==> src/rtl/keypad_pkg.sv <==
// keypad_pkg: shared state encoding, key map and default timing constants for the keypad scanner
package keypad_pkg;
  localparam int SCAN_DIV_DEF = 100000;
  localparam int DEBOUNCE_CNT_DEF = 4;
  typedef enum logic [1:0] {SCAN, DEBOUNCE, HELD, RELEASE} state_t;
  // Indexed by {column, row}: column-major, four rows per column
  localparam logic [0:15][3:0] KEY_MAP = {
    4'h1, 4'h4, 4'h7, 4'h0,
    4'h2, 4'h5, 4'h8, 4'hF,
    4'h3, 4'h6, 4'h9, 4'hE,
    4'hA, 4'hB, 4'hC, 4'hD
  };
endpackage

==> src/rtl/keypad_sync.sv <==
// keypad_sync: 2-flop 4-bit synchronizer, resets to all ones (keys released)
// clk/reset: system clock, async active-low reset; d: async input; q: synchronized output
module keypad_sync (
  input  logic       clk,
  input  logic       reset,
  input  logic [3:0] d,
  output logic [3:0] q
);
  logic [3:0] meta;
  always_ff @(posedge clk or negedge reset)
    if (!reset) {q, meta} <= '1;
    else {q, meta} <= {meta, d};
endmodule

==> src/rtl/keypad_scanner.sv <==
// keypad_scanner: 4x4 matrix keypad scanner with press/release debounce and one-shot key valid
// clk/reset: system clock, async active-low reset
// keyPad_row: raw active-low rows; keyPad_column: one-cold column drive
// digit: hex code of last accepted key; valid: one-cycle pulse with each new digit
module keypad_scanner
  import keypad_pkg::*;
#(
  parameter int SCAN_DIV = SCAN_DIV_DEF,
  parameter int DEBOUNCE_CNT = DEBOUNCE_CNT_DEF
) (
  input  logic       clk,
  input  logic       reset,
  input  logic [3:0] keyPad_row,
  output logic [3:0] keyPad_column,
  output logic [3:0] digit,
  output logic       valid
);
  localparam int DW = $clog2(SCAN_DIV);
  localparam int MW = $clog2(DEBOUNCE_CNT);
  logic [3:0] row_s, low;
  logic [DW-1:0] dwell;
  logic [1:0] col, row_idx, low_idx;
  logic [MW-1:0] match_cnt, rel_cnt;
  logic sample, one_low, all_high, match;
  state_t state;
  keypad_sync u_sync (.clk(clk), .reset(reset), .d(keyPad_row), .q(row_s));
  assign low = ~row_s;
  assign sample = dwell == DW'(SCAN_DIV - 1);
  assign one_low = (low != 4'h0) && ((low & (low - 4'h1)) == 4'h0);
  assign low_idx = low[0] ? 2'd0 : low[1] ? 2'd1 : low[2] ? 2'd2 : 2'd3;
  assign all_high = row_s == 4'hF;
  assign match = row_s == ~(4'b1 << row_idx);
  assign keyPad_column = ~(4'b1 << col);
  // Counts only ever hold up to DEBOUNCE_CNT-1: reaching DEBOUNCE_CNT is the transition itself
  always_ff @(posedge clk or negedge reset)
    if (!reset) begin
      state <= SCAN;
      dwell <= '0;
      col <= '0;
      row_idx <= '0;
      match_cnt <= '0;
      rel_cnt <= '0;
      digit <= 4'h0;
      valid <= 1'b0;
    end else begin
      dwell <= sample ? '0 : dwell + 1'b1;
      valid <= 1'b0;
      if (sample)
        case (state)
          SCAN:
            if (one_low) begin
              row_idx <= low_idx;
              match_cnt <= MW'(1);
              state <= DEBOUNCE;
            end else col <= col + 2'd1;
          DEBOUNCE:
            if (!match) begin
              state <= SCAN;
              col <= col + 2'd1;
            end else if (match_cnt == MW'(DEBOUNCE_CNT - 1)) begin
              valid <= 1'b1;
              digit <= KEY_MAP[{col, row_idx}];
              state <= HELD;
            end else match_cnt <= match_cnt + 1'b1;
          HELD:
            if (all_high) begin
              rel_cnt <= MW'(1);
              state <= RELEASE;
            end
          RELEASE:
            if (!all_high) state <= HELD;
            else if (rel_cnt == MW'(DEBOUNCE_CNT - 1)) begin
              state <= SCAN;
              col <= col + 2'd1;
            end else rel_cnt <= rel_cnt + 1'b1;
        endcase
    end
endmodule
==> config.mk <==
export PLATFORM = sky130hd
export DESIGN_NAME = keypad_scanner
export DESIGN_NICKNAME = d
export VERILOG_FILES = /design/src/rtl/keypad_pkg.sv /design/src/rtl/keypad_sync.sv /design/src/rtl/keypad_scanner.sv
export SDC_FILE = /design/constraint.sdc
export NUM_CORES = 1
export LEC_CHECK = 0
export CORE_MARGIN = 3
export CORE_UTILIZATION = 60
export CTS_CLUSTER_DIAMETER = 200
export DETAILED_ROUTE_END_ITERATION = 10
export PLACE_DENSITY = 0.81
export SETUP_SLACK_MARGIN = 0.02
export SLEW_MARGIN = 20
export SYNTH_ARGS = -nofsm -noshare
export SYNTH_HDL_FRONTEND = slang
export SYNTH_SLANG_ARGS = --single-unit
==> constraint.sdc <==
create_clock -name clk -period 3.95 [get_ports clk]
set_input_delay 0.79 -clock clk [delete_from_list [all_inputs] [get_ports clk]]
set_output_delay 0.79 -clock clk [all_outputs]
set_load 0.005 [all_outputs]
==> impl_results.md, run 1 <==
* Status: complete, no violations
* Root buf cell: clkbuf_4
* Initial Util at between 60 and 70%
* Worst skew pair latency at 0.34 ns
* Post-Layout Cell Count at around 250
* Worst setup SP type: register
* R2r worst-path depth at 7
* Reg-to-reg startpoint: row_idx[1]
* Clock power frac at ~34%
* Area delta synth->final at 11.26%
* I/O Buffers at 14
* Post-CTS sizing at 0
* Met2 wire length at around 1800 um
* Critical-path cell list: inv_1 -> ha_1 -> inv_1 -> clkdlybuf4s50_1
* Ys Warns at 0
* Critical path's largest stage delay at approximately 0.52 ns
* Slowest-stage cell, CP: dfrtp_1
* Clock Sinks at 40
* DR vias at about 1400
* Seq pwr share at between 60% and 70%
* Clock tree from TritonCTS: built
* Final Max Tran Viols at 0
* Unrepaired setup endpoints after global routing: false
* ANT cells at 0
* Net Sw Frac at between 20% and 30%
* Top cell type's share of synthesized area at 38.74%
* Die Wd at between 60 and 70 um
* Metal3 WL at ~130 um
* Pin count of the biggest net entering global routing at 41
* DR pass1 iterations at 4
* Combinational Power Share at 2.8%
* DP Area at between 2000 and 2500 um2
* Final Wtd Congestion at 0.9312
* Final setup violation count at 0
* DIE HEIGHT at about 65 um
* FF-to-FF End: state[0]
* Design Area, Final at about 2300 um2
* Sequential fraction of the synthesis area at 48.91%
* Most common cell in the netlist: dfrtp_1
* Fin Setup TNS at 0 ns
* Avg WL per Cell at 14.50 um
* Seq cells post-synth at 40
* Headroom to the max-slew limit at between 30% and 40%
* Cell-internal power at approximately 0.53 mW
* Reg2reg setup slack at 1.55 ns
* Syn Nets at between 200 and 250
* CP most frequent cell: inv_1
* Avg Inst Size Synth at approximately 11 um2
* Top FF cell, synth: dfrtp_1
* Post-route DRC at 0
* Hold Path End: u_sync.q[1]
* Required time of the critical path at between 3 and 4 ns
* Worst Tran Pin Value at just over 0.9 ns
* Global-route wire length before repair at approximately 6400 um
* Largest area contributor in the synthesized netlist: dfrtp_1
* Synth top area cells: dfrtp_1 39%, dfstp_2 10%, ha_1 7.3%
* P_leak at 1.040 nW
* Die area at 4185 um2
* Tcrit/Tclk final at around 66%
* Fraction of layout cells with a size suffix above 1 at between 10% and 20%
* Clock tree buffer depth at 2
* Async SR Flop Fraction at between 90% and 100%
* WL met1 at 1532 um
* Power per cell area at roughly 290 nW/um2
* Crit end category: output pin
* Fin crit period at 2.597 ns
* Site Rows at 20
* Antenna Violating Nets Remaining at 0
* Clk_skew at between 0.006 and 0.007 ns
* CP arrival at between 1.5 and 2 ns
* Core Box Area at 3178 um2
* Max FO, Critical Path at 8
* Hold_ws at ~0.36 ns
* Detail Placement HPWL at 2722 um
* Total CTS buffers at 5
* Max Fclk at about 390 MHz
* Post-Route WL at 3566 um
* Switch Pwr at about 0.14 mW
* Min-delay src: u_sync.meta[1]
* Vias in the first global route at between 1000 and 1500
* Tot GR Track Use at 19.76%
* Hold Path Stages at 0
* Setup CP Type: reg2out
* Peak supply drop at ~210 uV
* Layout Utilization at just over 70%
* Final Hold Viols at 0
* Post-Syn Area at 2067 um2
* Gate count of the mapped netlist at ~190
* Starting DRT DRC Count at 96
* CP Launch Point: col[0]
* Most frequent cells after synthesis: 32 x dfrtp_1, 16 x nand2_1, 14 x nor2_1
* Vias/cell at 5.610
* Post-synth EDFFs at 0
* Worst min path class: reg2reg
* Setup repair bufs after CTS at 0
* Hold_buf cts at 0
* Nets at roughly 220
* Fillers at ~240
* Placed insts at between 200 and 250
* Top layer reached by signal wires: met4
* Max-Cap Viols at 0
* Reg clk slew, reported paths at around 0.11 ns
* GRT overflow at 0
* Initial antenna violation count at 0
* H-tree depth at 2
* Io pins at 15
* Unique masters post-synth at 40
## per-stage QoR
| stage | worst slack, ns | total power, mW |
|---|---|---|
| floorplan | 1.860 | 0.4340 |
| CTS | 1.327 | 0.6747 |
| detailed placement | 1.604 | 0.4487 |
| global route | 1.229 | 0.6945 |
| finish | 1.353 | 0.6691 |
| global placement | 1.746 | 0.4474 |
## logic make-up (layout without fill, tap and decap cells)
logic type | count (synthesis) | in the layout | synth area share, %
simple gates | 68 | 68 | 18.95
flops | 40 | 40 | 48.91
xor+xnor | 22 | 22 | 9.322
buf+inv | 19 | 36 | 3.813
fa+ha+maj | 12 | 12 | 7.264
compound gates | 12 | 12 | 4.117
mux | 12 | 12 | 7.627
## sequential cells by signal, summed over array words and instances (netlist names)
signal and cells:
dwell 17, digit 4, u_sync.meta 4, u_sync.q 4, col 2, match_cnt 2
rel_cnt 2, row_idx 2, state 2, valid 1
## layer usage
layer	GRT usage [%]	up-vias
li1	-	670
met4	7.652	0
met3	4.679	10
met5	0	-
met1	22.88	668
met2	35.18	32
## how the worst max path moves through the flow
stage	to	slack [ns]	cells past startpoint
after CTS	keyPad_column[0]	1.33	4
final	keyPad_column[0]	1.35	4
after floorplan	col[1]	1.86	7
after detailed placement	state[0]	1.60	7
after global placement	col[1]	1.75	7
after global routing	keyPad_column[0]	1.23	4
## final cells by class
type | instances | area [um2] | share of cell area [%]
tap | 44 | 55.05 | 2.394
sequential | 40 | 1011 | 43.96
clock buffer | 8 | 68.82 | 2.992
timing repair buffer | 14 | 135.1 | 5.876
multi-input combinational | 126 | 977.2 | 42.49
inverter | 14 | 52.55 | 2.285
## power by group through the flow
stage	registers, mW	clock network [mW]	logic (mW)
2_1_floorplan	0.428	0	0.00635
3_3_place_gp	0.428	0	0.0190
3_5_place_dp	0.429	0	0.0199
4_1_cts	0.421	0.234	0.0198
5_1_grt	0.422	0.251	0.0218
6_report	0.421	0.229	0.0190
## worst max-delay path: cells and delay by family, from the launching register on
kind                       cells  cell delay, ns
buffers and inverters          3            0.73
DFF                            1            0.52
adders and majority gates      1            0.22
## placed cells by master, fill, tap and decap left out, types with 2 or more instances in the layout
cell             instances
dfstp_2                  8
o21ai_0                  3
xnor2_1                 10
nand2_1                 16
nor3_1                   3
clkbuf_4                 5
nand3_1                  9
o311ai_0                 2
mux2_4                   4
and4b_1                  2
and3_1                   3
clkbuf_8                 2
a21oi_1                  2
ha_1                    12
nand2b_1                 2
a2bb2oi_1                2
and4_1                   2
nor2_1                  14
mux2_2                   3
mux2i_1                  3
clkdlybuf4s50_1         13
nor3b_1                  4
xor2_1                  12
dfrtp_1                 32
nor4_1                   2
inv_1                   13
nand4b_1                 2
nand4_1                  2
No activity file was read; power rests on OpenSTA's default activity.
==> inputs of run 2 (changes only) <==
--- a/config.mk
+++ b/config.mk
@@ -6,10 +6,10 @@
 export NUM_CORES = 1
 export LEC_CHECK = 0
 export CORE_MARGIN = 3
-export CORE_UTILIZATION = 60
+export CORE_UTILIZATION = 52
 export CTS_CLUSTER_DIAMETER = 200
 export DETAILED_ROUTE_END_ITERATION = 10
-export PLACE_DENSITY = 0.81
+export PLACE_DENSITY = 0.75
 export SETUP_SLACK_MARGIN = 0.02
 export SLEW_MARGIN = 20
 export SYNTH_ARGS = -nofsm -noshare
==> constraint.sdc (replaced) <==
create_clock -name clk -period 2.09 [get_ports clk]
set_input_delay 0.418 -clock clk [delete_from_list [all_inputs] [get_ports clk]]
set_output_delay 0.418 -clock clk [all_outputs]
set_load 0.005 [all_outputs]
==> impl_results.md, run 2 (synthesis results as in run 1) <==
* Status: complete, but fails checks (was complete, no violations)
* Failing checks: setup timing
* WP buf/inv at 2 (was 3)
* P_leak at 1.201 nW (was 1.040 nW)
* Fin Setup TNS at -0.6495 ns (was 0 ns)
* Combinational Power Share at 3.2% (was 2.8%)
* Required time of the critical path at 2.26 ns (was 3.16 ns)
* Final setup violation count at 9 (was 0)
* Pre-CTS setup slack at -0.1083 ns (was 1.604 ns)
* Initial Util at 55.21% (was 65.04%)
* Final Wtd Congestion at 0.8579 (was 0.9312)
* DIE HEIGHT at 69.05 um (was 64.70 um)
* Core Box Area at 3744 um2 (was 3178 um2)
* Max-Cap Viols at 0 (unchanged)
* Net Sw Frac at 22.11% (was 20.88%)
* Io pins at 15 (unchanged)
* GRT overflow at 0 (unchanged)
* Vias/cell at 5.462 (was 5.610)
* Switch Pwr at 0.2949 mW (was 0.1397 mW)
* Max Fclk at 450.7 MHz
* Cell family with most CP delay: simple AND/OR/NAND/NOR gates (was buffers and inverters)
* Setup ws final at -0.1288 ns (was 1.353 ns)
* Worst min path class: in2async (was reg2reg)
* Reg-to-reg startpoint: row_idx[1] (unchanged)
* CP Launch Point: row_idx[1] (was col[0])
* Reg clk slew, reported paths at 0.08 ns (was 0.11 ns)
* Die Wd at 69.05 um (was 64.70 um)
* Final Hold Viols at 0 (unchanged)
* Commonest non-fill, non-tap cells in the layout: 29 x dfrtp_1, 25 x buf_4, 16 x nand2_1 (was 32 x dfrtp_1, 16 x nand2_1, 14 x nor2_1)
* Worst Tran Pin Value at 0.4817 ns (was 0.9317 ns)
* Worst setup SP type: register (unchanged)
* Tot GR Track Use at 18.28% (was 19.76%)
* Power per cell area at 507.2 nW/um2 (was 291.0 nW/um2)
* Initial antenna violation count at 0 (unchanged)
* Slowest-stage cell, CP: or4_4 (was dfrtp_1)
* Clock tree buffer depth at 2 (unchanged)
* Headroom to the max-slew limit at 67.88% (was 37.89%)
* Starting DRT DRC Count at 87 (was 96)
* ANT cells at 0 (unchanged)
* Fraction of layout cells with a size suffix above 1 at 31.17% (was 14.85%)
* Tcrit/Tclk final at 106.2%
* H-tree depth at 2 (unchanged)
* Max FO, Critical Path at 4 (was 8)
* Clock power frac at 37.1% (was 34.2%)
* Hold_buf cts at 0 (unchanged)
* Cell-internal power at 1.039 mW (was 0.5294 mW)
* CP arrival at 2.39 ns (was 1.81 ns)
* Die area at 4767 um2 (was 4185 um2)
* I/O Buffers at 14 (unchanged)
* Max reg flops at 17 (unchanged)
* Final Max Tran Viols at 0 (unchanged)
* Clk_skew at 0.007942 ns (was 0.006466 ns)
* Post-route DRC at 0 (unchanged)
* R2r worst-path depth at 7 (unchanged)
* Antenna Violating Nets Remaining at 0 (unchanged)
* DR vias at 1524 (was 1380)
* Seq pwr share at 59.7% (was 63.0%)
* Vias in the first global route at 1539 (was 1437)
* Detail Placement HPWL at 2682 um (was 2722 um)
* Peak supply drop at 455.0 uV (was 214.0 uV)
* Crit end category: register (was output pin)
* Unrepaired setup endpoints after global routing: true (was false)
* Worst skew pair latency at 0.29 ns (was 0.34 ns)
* DR pass1 iterations at 4 (unchanged)
* Area delta synth->final at 27.24% (was 11.26%)
* Layout Utilization at 70.25% (was 72.36%)
* Total CTS buffers at 5 (unchanged)
* Commonest non-fill, non-tap cell in the layout: dfrtp_1 (unchanged)
* Avg WL per Cell at 14.39 um (was 14.50 um)
* Pin count of the biggest net entering global routing at 41 (unchanged)
* Clock tree from TritonCTS: built (unchanged)
* Total power at 1.334 mW (was 0.6691 mW)
* Fin crit period at about 2.2 ns
* Hold_ws at 0.1709 ns (was 0.3615 ns)
* Post-Route WL at 4016 um (was 3566 um)
* Nets at 248 (was 219)
* Site Rows at 22 (was 20)
* Critical path's largest stage delay at 0.47 ns (was 0.52 ns)
* Largest Register: dwell (unchanged)
* Setup CP Type: reg2reg (was reg2out)
* Reg2reg setup slack at -0.13 ns (was 1.55 ns)
* FF-to-FF End: digit[0] (was state[0])
* Clock Sinks at 40 (unchanged)
* Global-route wire length before repair at 7038 um (was 6375 um)
* Root buf cell: clkbuf_8 (was clkbuf_4)
* Critical-path cell list: inv_2 -> ha_1 -> xor2_1 -> nand4_1 -> buf_4 -> or4_4 -> mux2_4 (was inv_1 -> ha_1 -> inv_1 -> clkdlybuf4s50_1)
run 2: power groups by stage:
| stage | combinational (mW) | clock (mW) | sequential (mW) |
|---|---|---|---|
| 6_report | 0.0430 | 0.495 | 0.796 |
| 3_3_place_gp | 0.0408 | 0 | 0.809 |
| 2_1_floorplan | 0.0123 | 0 | 0.808 |
| 5_1_grt | 0.0488 | 0.542 | 0.797 |
| 4_1_cts | 0.0433 | 0.509 | 0.796 |
| 3_5_place_dp | 0.0416 | 0 | 0.810 |
run 2: area by class of cell:
| class | count | area [um2] |
|---|---|---|
| fillers | 280 | 1114 |
| multi-input cells | 126 | 1033 |
| flip-flops and latches | 40 | 1015 |
| repair buffers | 43 | 379.1 |
| clock buffers | 5 | 68.82 |
| well taps | 48 | 60.06 |
| inverters | 14 | 55.05 |
| clock inverters | 3 | 18.77 |
run 2: how the worst max path moves through the flow:
| stage | endpoint | depth (start not counted) |
|---|---|---|
| after floorplan | state[0] | 7 |
| after global placement | col[1] | 7 |
| after detailed placement | col[1] | 7 |
| after CTS | digit[0] | 7 |
| after global routing | digit[0] | 7 |
| final | digit[0] | 7 |
run 2: metrics by stage:
step | instance area, um2 | std cells
global placement | 2366 | 258
CTS | 2571 | 275
finish | 2630 | 279
detailed placement | 2366 | 258
global route | 2630 | 279
floorplan | 2077 | 185
run 2: timing repair:
action,4_1_cts,5_1_grt
setup buffers,9,4
endpoints found under the setup margin,8,12
pin swaps,2,1
cloned,0,0
resized for setup,14,6
run 2: worst reg2reg max path, delay by kind of cell, from the launching register on:
family | cells | cell delay [ns]
buffers and inverters | 2 | 0.31
multiplexers | 1 | 0.32
adder cells (fa/ha/maj) | 1 | 0.18
AND/OR/NAND/NOR | 2 | 0.66
flip-flops | 1 | 0.46
XOR/XNOR | 1 | 0.18
run 2: layer usage:
layer	wire [um]	share of wire [%]	GRT usage (%)
met1	1798	45	22.99
met2	1989	50	29.45
met3	162	4.0	5.394
met4	65	1.6	7.375
met5	0	0	0
